<file path="config.mk">
export PLATFORM = sky130hd
export DESIGN_NAME = ifetch_unit
export DESIGN_NICKNAME = d
export VERILOG_FILES = /design/src/rtl/ifetch_unit.sv
export SDC_FILE = /design/constraint.sdc
export NUM_CORES = 1
export LEC_CHECK = 0
export BUFFER_PORTS_ARGS = -buffer_cell sky130_fd_sc_hd__buf_2
export CAP_MARGIN = 20
export CORE_MARGIN = 2
export CORE_UTILIZATION = 30
export CTS_CLUSTER_SIZE = 12
export DETAILED_ROUTE_END_ITERATION = 10
export SYNTH_ARGS = -nofsm -noshare
export SYNTH_HDL_FRONTEND = slang
export SYNTH_SLANG_ARGS = --single-unit
</file>
<file path="constraint.sdc">
create_clock -name i_clk -period 2.2 [get_ports i_clk]
set_input_delay 0.44 -clock i_clk [delete_from_list [all_inputs] [get_ports i_clk]]
set_output_delay 0.44 -clock i_clk [all_outputs]
set_load 0.05 [all_outputs]
</file>
<file path="src/rtl/ifetch_unit.sv">
// ifetch_unit: instruction fetch stage for the 64-bit LEGv8 core.
// Holds the PC, requests one 32-bit word at a time over a req/ready
// handshake, presents the registered word until the consumer acknowledges
// it, then advances to PC+4 or to the resolved branch target. A misaligned
// next PC halts fetching with a sticky fault that only reset clears.
module ifetch_unit #(
    parameter int           N        = 64,
    parameter logic [N-1:0] PC_RESET = '0
) (
    input  logic         i_clk,
    input  logic         i_reset,
    output logic         o_imem_req,
    output logic [N-1:0] o_imem_addr,
    input  logic         i_imem_ready,
    input  logic [31:0]  i_imem_rdata,
    output logic         o_instr_valid,
    output logic [31:0]  o_instr,
    output logic [10:0]  o_op,
    output logic [N-1:0] o_instr_pc,
    input  logic         i_instr_ack,
    input  logic         i_pc_src,
    input  logic [N-1:0] i_branch_target,
    output logic         o_fault,
    output logic [31:0]  o_retired
);

    typedef enum logic [1:0] {
        IDLE  = 2'd0,
        FETCH = 2'd1,
        HOLD  = 2'd2,
        HALT  = 2'd3
    } state_t;

    localparam logic [N-1:0] PC_STEP = N'(4);

    state_t       r_state;
    state_t       w_next_state;
    logic [N-1:0] r_pc;
    logic [31:0]  r_instr;
    logic [N-1:0] r_instr_pc;
    logic [31:0]  r_retired;
    logic [N-1:0] w_next_pc;
    logic         w_misaligned;

    // Next-PC selection and FSM next-state; the PC sum wraps modulo 2^N.
    always_comb begin
        w_next_pc    = i_pc_src ? i_branch_target : (r_pc + PC_STEP);
        w_misaligned = (w_next_pc[1:0] != 2'b00);
        w_next_state = r_state;
        case (r_state)
            IDLE:    w_next_state = FETCH;
            FETCH:   if (i_imem_ready) w_next_state = HOLD;
            HOLD:    if (i_instr_ack) w_next_state = w_misaligned ? HALT : FETCH;
            HALT:    w_next_state = HALT;
            default: w_next_state = IDLE;
        endcase
    end

    // State register; reset always returns to the IDLE bubble.
    always_ff @(posedge i_clk) begin
        if (!i_reset) begin
            r_state <= IDLE;
        end else begin
            r_state <= w_next_state;
        end
    end

    // Datapath: capture fetched word, count retirements, advance PC unless the target faults.
    always_ff @(posedge i_clk) begin
        if (!i_reset) begin
            r_pc       <= PC_RESET;
            r_instr    <= '0;
            r_instr_pc <= '0;
            r_retired  <= '0;
        end else begin
            if (r_state == FETCH && i_imem_ready) begin
                r_instr    <= i_imem_rdata;
                r_instr_pc <= r_pc;
            end
            if (r_state == HOLD && i_instr_ack) begin
                r_retired <= r_retired + 32'd1;
                if (!w_misaligned) begin
                    r_pc <= w_next_pc;
                end
            end
        end
    end

    assign o_imem_req    = (r_state == FETCH);
    assign o_imem_addr   = r_pc;
    assign o_instr_valid = (r_state == HOLD);
    assign o_instr       = r_instr;
    assign o_op          = r_instr[31:21];
    assign o_instr_pc    = r_instr_pc;
    assign o_fault       = (r_state == HALT);
    assign o_retired     = r_retired;

endmodule

</file>
# Yosys cells after proc, flatten, opt, wreduce, memory -nomap -nowiden
# Index checks and enable logic that the tools add are counted.
[word_totals]
regBits = 194
input_bits = 101
output_inout_bits = 206
word_cells = 24
[op_classes]
n_addsub = 2
eq_ne = 5
muxes = 5
n_bitwise = 1
n_reduce_logical = 6
[ops]
columns = ["operator", "count"]
rows = [
  ["64-bit by 3-bit adder with 64-bit output (second input constant)", 1],
  ["64-bit 2-to-1 mux", 1],
  ["32-bit by 1-bit adder with 32-bit output (second input constant)", 1],
  ["2-bit case mux with 4 select lines", 1],
  ["2-bit 2-to-1 mux", 3],
  ["2-bit == test (second input constant)", 2],
  ["2-bit by 1-bit != test with 1-bit output (second input constant)", 2],
  ["2-bit AND reduction", 2],
  ["2-bit by 1-bit == test with 1-bit output (second input constant)", 1],
  ["1-bit logical AND", 2],
  ["2-bit zero test", 1],
  ["2-bit nonzero test", 1],
  ["1-bit NOT", 1],
]

# Logic depth before layout (Yosys ltp)
# Gate-level depths: netlist (run 1).
[logic_depth]
word_depth = 6
mapped_depth = 8
depth_no_buf = 6

# Worst setup path before layout (run 1)
# OpenSTA, ideal clock, no wires.
[synth_timing]
path_kind = "register to register"
start = "register r_pc[2], in the netlist o_imem_addr[2]"
end = "register r_pc[60], in the netlist o_imem_addr[60]"
setup_time_ps = 120
t_arrival_ps = 2430
t_required_ps = 2080
setup_slack_ps = -349
stages_incl_launch_ff = 7
path_buffers = 0
period_less_slack_ps = 2549
path_cell_list = "dfxtp_1 -> ha_1 -> nand4_4 -> nor4_4 -> nand4_2 -> o41a_1 -> o31a_1"
[synth_between]
elab_chain_len = 2
[synth_rtl]
columns = ["item", "line_no", "rtl"]
rows = [
  ["from (decl)", "38", "logic [N-1:0] r_pc;"],
  ["from (signal assigned)", "83", "r_pc <= w_next_pc;"],
  ["64-bit by 3-bit adder with 64-bit output", "47", "w_next_pc = i_pc_src ? i_branch_target : (r_pc + PC_STEP);"],
  ["64-bit 2-to-1 mux", "47", ""],
]
# No other way between the ends.
# A chain may end at the register's enable or synchronous reset.

# Worst setup path in the final report (run 1)
[layout_timing]
start = "register r_pc[3], in the netlist o_imem_addr[3]"
end = "register r_pc[44], in the netlist o_imem_addr[44]"
# The elaborated chain is that of the path after synthesis.

==> impl_metrics.env, run 1 <==
export IMPL_hold_buffers=0
export IMPL_drv_cap=0
export IMPL_finalClockSkew_ns=0.0146
export IMPL_grt_pass1_wl_mm=52.4
export IMPL_min_period_over_period=0.943
export IMPL_syn_inst=1236
export IMPL_grt_met3_usage=0.0580
export IMPL_slew_viol_final=0
export IMPL_pre_cts_slack_ns=0.134
export IMPL_fmax_mhz=482
export IMPL_async_flop_share=0
export IMPL_synth_avg_cell_area_sq_um=7.69
export IMPL_synth_top_area_cell="dfxtp_1"
export IMPL_met2_usage=0.318
export IMPL_grtUsageTotal=0.199
export IMPL_leakagePower_uw=0.00532
export IMPL_ys_types=68
export IMPL_clkSlewWorstSetupHoldPaths_ns=0.07
export IMPL_gp_congestion=0.841
export IMPL_drc=0
export IMPL_core_area_sq_um=31400
export IMPL_ys_warn_count=0
export IMPL_power_total_uw=7520
export IMPL_fin_util=0.401
export IMPL_synth_ff_type="dfxtp_1"
export IMPL_worstSetupEndpointType="flop"
export IMPL_vias_per_cell=5.24
export IMPL_power_density_nw_per_um2=598
export IMPL_required_ns=2.57
export IMPL_h_tree_depth=4
export IMPL_seq_area_sq_um=3930
export IMPL_grt_pass1_vias=9512
export IMPL_clk_latency_ns=0.46
export IMPL_area_delta_synth_final_pct=32.3
export IMPL_ant_nets=0
export IMPL_cp_start_kind="flop"
export IMPL_multiInputGateArea_sq_um=5120
export IMPL_io_pins=307
export IMPL_drt_iter0_markers=806
export IMPL_fp_row_count=65
export IMPL_antenna_found_initial=4
export IMPL_cts_tree="done"
export IMPL_first_pass_iters=5
export IMPL_irDropWorstVdd_mv=0.526
export IMPL_post_cts_buffers=0
export IMPL_initial_core_util=0.303
export IMPL_yosysSeqAreaShare=0.408
export IMPL_synth_nets=1339
export IMPL_finalHoldViolCount=0
export IMPL_io_buffers=306
export IMPL_grt_max_degree=101
export IMPL_cts_root_buf="clkbuf_16"
export IMPL_hp_class="input pin to flop"
export IMPL_wire_per_inst_microns=17.0
export IMPL_cts_buffers=17
export IMPL_post_cts_resized=0
export IMPL_synth_edf_count=0
export IMPL_dieWidth_microns=182
export IMPL_nNetsFinal=1655
export IMPL_met1_usage=0.258
export IMPL_crit_path_max_fanout=11
export IMPL_arrival_ns=2.45
export IMPL_ys_top_cells_by_area="dfxtp_1 (41%), nand2_1 (9.9%), a21oi_1 (7.4%)"
export IMPL_gr_total_overflow=0
export IMPL_path_class="flop to flop"
export IMPL_vias=10322
export IMPL_max_slew_margin=0.666
export IMPL_final_setup_worst_slack_ns=0.126
export IMPL_ys_top_cells_by_count="nand2_1 (252), dfxtp_1 (194), a21oi_1 (140), nor2_1 (88), clkbuf_1 (77)"
export IMPL_fp_dieH_microns=182
export IMPL_setup_violations=0
export IMPL_fill_cells=3266
export IMPL_finalCriticalPeriod_ns=2.07
export IMPL_yosysMostFrequentCell="nand2_1"
export IMPL_clk_path_buf_depth=2
export IMPL_status="complete, no violations"
export IMPL_worstMarginPinSlew_ns=0.500
export IMPL_synth_ff_latch_count=194
export IMPL_rsz0062_at_grt="false"
export IMPL_drive_above_1_share=0.316
export IMPL_die_area_sq_um=33100
export IMPL_setup_tns_ns=0
export IMPL_dp_final_hpwl_mm=24.0
export IMPL_netlist_area_sq_um=9510
export IMPL_busiest_layer="met2"
export IMPL_wl_mm=33.5
export IMPL_yosysTopAreaCellShare=0.408
export IMPL_cts_sinks=194
export IMPL_hold_ws_ns=0.222
==> final timing paths <==
path / from / to / slack [ns] / cells after the start
max: o_imem_addr[3] / o_imem_addr[44] / 0.13 / 7
min: i_imem_rdata[7] / o_instr[7] / 0.22 / 3
max reg2reg: o_imem_addr[3] / o_imem_addr[44] / 0.13 / 7
min reg2reg: o_instr_pc[33] / o_instr_pc[33] / 0.45 / 2
==> flip-flops by register name (all words and copies together), names as in the netlist <==
name and cells:
o_instr 32, r_state 2, o_instr_pc 64, o_retired 32, o_imem_addr 64
==> cell families (layout without fill, tap and decap cells) <==
group / count (synthesis) / count (layout) / share of synthesized area
AOI/OAI and AO/OA: 282 / 282 / 0.184
xor gates and xnor gates: 26 / 26 / 0.0239
adders and majority gates: 2 / 2 / 0.00263
buffers and inverters: 127 / 455 / 0.0568
DFF: 194 / 194 / 0.408
muxes: 15 / 15 / 0.0158
other: 0 / 3 / 0
and+or+nand+nor: 590 / 590 / 0.309
==> metrics by stage <==
step           cell area, sq um  cells
6_report                  12600   1969
5_1_grt                   12600   1967
4_1_cts                   12600   1966
3_5_place_dp              12000   1935
3_3_place_gp              12000   1935
2_1_floorplan              9560   1236
==> per-layer routing <==
metal / vias to the layer above / routed length, microns
li1: 5031 / -
met1: 4849 / 15100
met2: 396 / 15200
met3: 44 / 2620
met4: 2 / 577
met5: - / 10
==> cell usage in the layout (no fill, tap or decap), types with 5 or more instances in the layout <==
master / synthesis / routed
nand2_1: 252 / 252
nand4_1: 41 / 41
o21ai_0: 29 / 29
and4_1: 16 / 16
inv_6: 0 / 5
o221a_2: 5 / 5
buf_2: 8 / 305
xnor2_1: 15 / 15
nand3_1: 60 / 60
o31a_1: 10 / 10
mux2i_1: 15 / 15
nor4_4: 5 / 5
nor2b_1: 7 / 7
nor3_1: 24 / 24
a21o_1: 6 / 6
dfxtp_1: 194 / 165
or3_1: 8 / 8
or4_1: 6 / 6
a21oi_1: 140 / 140
nor4_1: 26 / 25
a31oi_1: 27 / 27
o211ai_1: 8 / 8
dfxtp_2: 0 / 26
nor2_1: 88 / 87
buf_12: 0 / 12
and3_1: 26 / 26
inv_1: 18 / 18
xor2_1: 11 / 11
and2_1: 12 / 12
clkbuf_16: 0 / 17
buf_4: 12 / 87
a31o_2: 6 / 6
==> power by group <==
| part | internal (uW) | switching (uW) |
|---|---|---|
| Clock | 1480 | 1490 |
| Sequential | 3570 | 58.2 |
| Combinational | 276 | 642 |
| Total | 5330 | 2190 |
==> critical path, cell delays in order, from the launching register on <==
cell and delay, ns:
dfxtp_4 0.35, ha_2 0.24, nand4_4 0.13, nor4_4 0.29, nand4_2 0.19, buf_4 0.22, or4_1 0.40, a31oi_1 0.17
==> final cells by class <==
cell class	instances	area share
timing repair buffer	404	0.192
clock inverter	11	0.00627
antenna	3	0.000597
clock buffer	20	0.0355
inverter	20	0.00637
sequential	194	0.312
multi-input combinational	915	0.407
tap	402	0.0400
(Power assumes the default switching activity.)
==> inputs of run 2 (changes only) <==
--- a/config.mk
+++ b/config.mk
@@ -11,6 +11,7 @@
 export CORE_UTILIZATION = 30
 export CTS_CLUSTER_SIZE = 12
 export DETAILED_ROUTE_END_ITERATION = 10
+export GPL_TIMING_DRIVEN = 0
 export SYNTH_ARGS = -nofsm -noshare
 export SYNTH_HDL_FRONTEND = slang
 export SYNTH_SLANG_ARGS = --single-unit
==> run 2 against run 1 <==
  * Largest power group unchanged
  * Via count grew 5.3%
  * Sequential power is essentially flat
  * Clock skew grew 0.0022 ns
  * First-iteration DRC count grew 14%
  * Largest cell class unchanged
  * Worst hold slack is essentially flat
  * Cell count grew 1.5%
  * Sequential share of layout area shrank 0.11 points
  * Routed wire length grew 21%
  * Highest routed layer is now met4
  * Register-to-register slack lost 0.06 ns
  * Design area grew 0.52%
==> impl_metrics.env, run 2 (synthesis results as in run 1) <==
export IMPL_crit_chain="nand4_4, nor4_4, nand4_1, or4_1, a31oi_1"
export IMPL_wl_mm=40.5
export IMPL_startpoint="o_imem_addr[8]"
export IMPL_irDropWorstVdd_mv=0.496
export IMPL_dp_final_hpwl_mm=30.0
export IMPL_min_period_over_period=0.972
export IMPL_crit_cells=5
export IMPL_drv_cap=0
export IMPL_crit_path_max_fanout=7
export IMPL_clkSlewWorstSetupHoldPaths_ns=0.08
export IMPL_first_pass_iters=6
export IMPL_path_class="flop to flop"
export IMPL_grt_pass1_wl_mm=59.6
export IMPL_clk_path_buf_depth=2
export IMPL_finalCriticalPeriod_ns=2.14
export IMPL_reg2regPathDepth=5
export IMPL_rsz0062_at_grt="true"
export IMPL_nNetsFinal=1686
export IMPL_hp_class="input pin to flop"
export IMPL_antenna_found_initial=1
export IMPL_fp_row_count=65
export IMPL_io_buffers=305
export IMPL_gr_total_overflow=0
export IMPL_ant_nets=0
export IMPL_arrival_ns=2.52
export IMPL_wire_per_inst_microns=20.2
export IMPL_met2_length_mm=18.1
export IMPL_drt_iter0_markers=916
export IMPL_area_delta_synth_final_pct=33.0
export IMPL_gp_congestion=0.925
export IMPL_initial_core_util=0.303
export IMPL_r2r_start="o_imem_addr[8]"
export IMPL_worstMarginPinSlew_ns=1.02
export IMPL_dieWidth_microns=182
export IMPL_pre_cts_slack_ns=-0.928
export IMPL_worstSetupEndpointType="flop"
export IMPL_finalHoldViolCount=0
export IMPL_cpPeakStageDelay_ns=0.52
export IMPL_cp_slowest_cell="nor4_4"
export IMPL_core_area_sq_um=31400
export IMPL_status="complete, no violations"
export IMPL_vias=10868
export IMPL_power_total_uw=8030
export IMPL_max_slew_margin=0.317
export IMPL_fill_cells=3368
export IMPL_wl_met3_mm=3.84
export IMPL_drive_above_1_share=0.307
export IMPL_met1Wirelength_mm=16.7
export IMPL_cts_root_buf="clkbuf_16"
export IMPL_final_common_cell="buf_2"
export IMPL_cts_sinks=194
export IMPL_multiInputGateArea_sq_um=5260
export IMPL_r2r_setup_slack_ns=0.06
export IMPL_required_ns=2.58
export IMPL_cp_start_kind="flop"
export IMPL_vias_per_cell=5.44
export IMPL_cp_num_buf_inv=0
export IMPL_finalClockSkew_ns=0.0168
export IMPL_path_delay_family="simple AND/OR/NAND/NOR gates"
export IMPL_grt_max_degree=18
export IMPL_final_cell_mix="buf_2 (309), nand2_1 (249), dfxtp_1 (164)"
export IMPL_cts_tree="done"
export IMPL_slew_viol_final=0
export IMPL_setup_violations=0
export IMPL_final_setup_worst_slack_ns=0.0619
export IMPL_io_pins=307
export IMPL_grtUsageTotal=0.237
export IMPL_h_tree_depth=4
export IMPL_topRoutingLayerUsed="met4"
export IMPL_grt_pass1_vias=10035
export IMPL_seq_area_sq_um=3930
export IMPL_clk_latency_ns=0.46
export IMPL_power_density_nw_per_um2=635
export IMPL_fp_dieH_microns=182
export IMPL_die_area_sq_um=33100
export IMPL_cts_buffers=17
export IMPL_fmax_mhz=468
export IMPL_timing_rr_end="o_imem_addr[32]"
export IMPL_endpoint="o_imem_addr[32]"
export IMPL_leakagePower_uw=0.00531
export IMPL_drc=0
export IMPL_hold_buffers=0
## run 2: cell count changes in the layout (fill, tap and decap cells not counted), moves of 4 or more
cell      delta
clkbuf_1    +50
clkbuf_2    +21
buf_1        +5
buf_6        +4
nand3_2      +4
nor4_1       -4
buf_12      -12
buf_2        +4
buf_4       -46
nand3_1      -5
## run 2: area by class of cell
class,instances,share of cell area
Antenna cell,1,0.000198
Buffer,98,0.0371
Clock buffer,20,0.0369
Clock inverter,12,0.0132
Inverter,20,0.00594
Multi-Input combinational cell,915,0.416
Sequential cell,194,0.311
Tap cell,402,0.0398
Timing Repair Buffer,337,0.140
## run 2: worst min-delay path by stage
stage,from,endpoint,slack (ns),depth (start not counted)
after global placement,o_instr_pc[30],o_instr_pc[30],0.44,2
after global routing,i_imem_rdata[7],o_instr[7],0.20,3
final,i_imem_rdata[7],o_instr[7],0.22,3
after floorplan,r_state[1],r_state[1],0.51,2
after CTS,i_imem_rdata[8],o_instr[8],0.20,3
after detailed placement,o_instr_pc[28],o_instr_pc[28],0.44,2
## run 2: routing by layer
layer | track usage | vias up
li1 | - | 5089
met5 | 0 | -
met2 | 0.374 | 590
met3 | 0.0620 | 104
met1 | 0.297 | 5085
met4 | 0.126 | 0
## run 2: repair_timing
| item | CTS | global route |
|---|---|---|
| endpoints found under the setup margin | 109 | 50 |
| cloned | 0 | 1 |
| setup buffers | 24 | 6 |
| resized for setup | 39 | 28 |
| pin swaps | 11 | 6 |
## run 2: power by group
group | switching (uW) | total [uW] | internal, uW
Combinational | 703 | 953 | 250
Sequential | 76.6 | 3640 | 3570
Clock | 1530 | 3440 | 1910
## run 2: worst reg2reg max path, stage by stage, from the launching register on
cell and delay (ns):
dfxtp_2 0.44, nand4_4 0.24, nor4_4 0.52, nand4_1 0.21, or4_1 0.50, a31oi_1 0.16
## run 2: stage by stage
step / utilization / cells / TNS [ns] / instance area (sq um) / hold slack, ns
detailed placement: 0.370 / 1944 / -77.75 / 11600 / 0.443
global route: 0.403 / 1999 / -0.313 / 12600 / 0.199
finish: 0.403 / 1999 / 0 / 12600 / 0.221
global placement: 0.369 / 1943 / -92.71 / 11600 / 0.438
CTS: 0.399 / 1995 / 0 / 12500 / 0.199
floorplan: - / 1236 / 0 / 9560 / 0.507
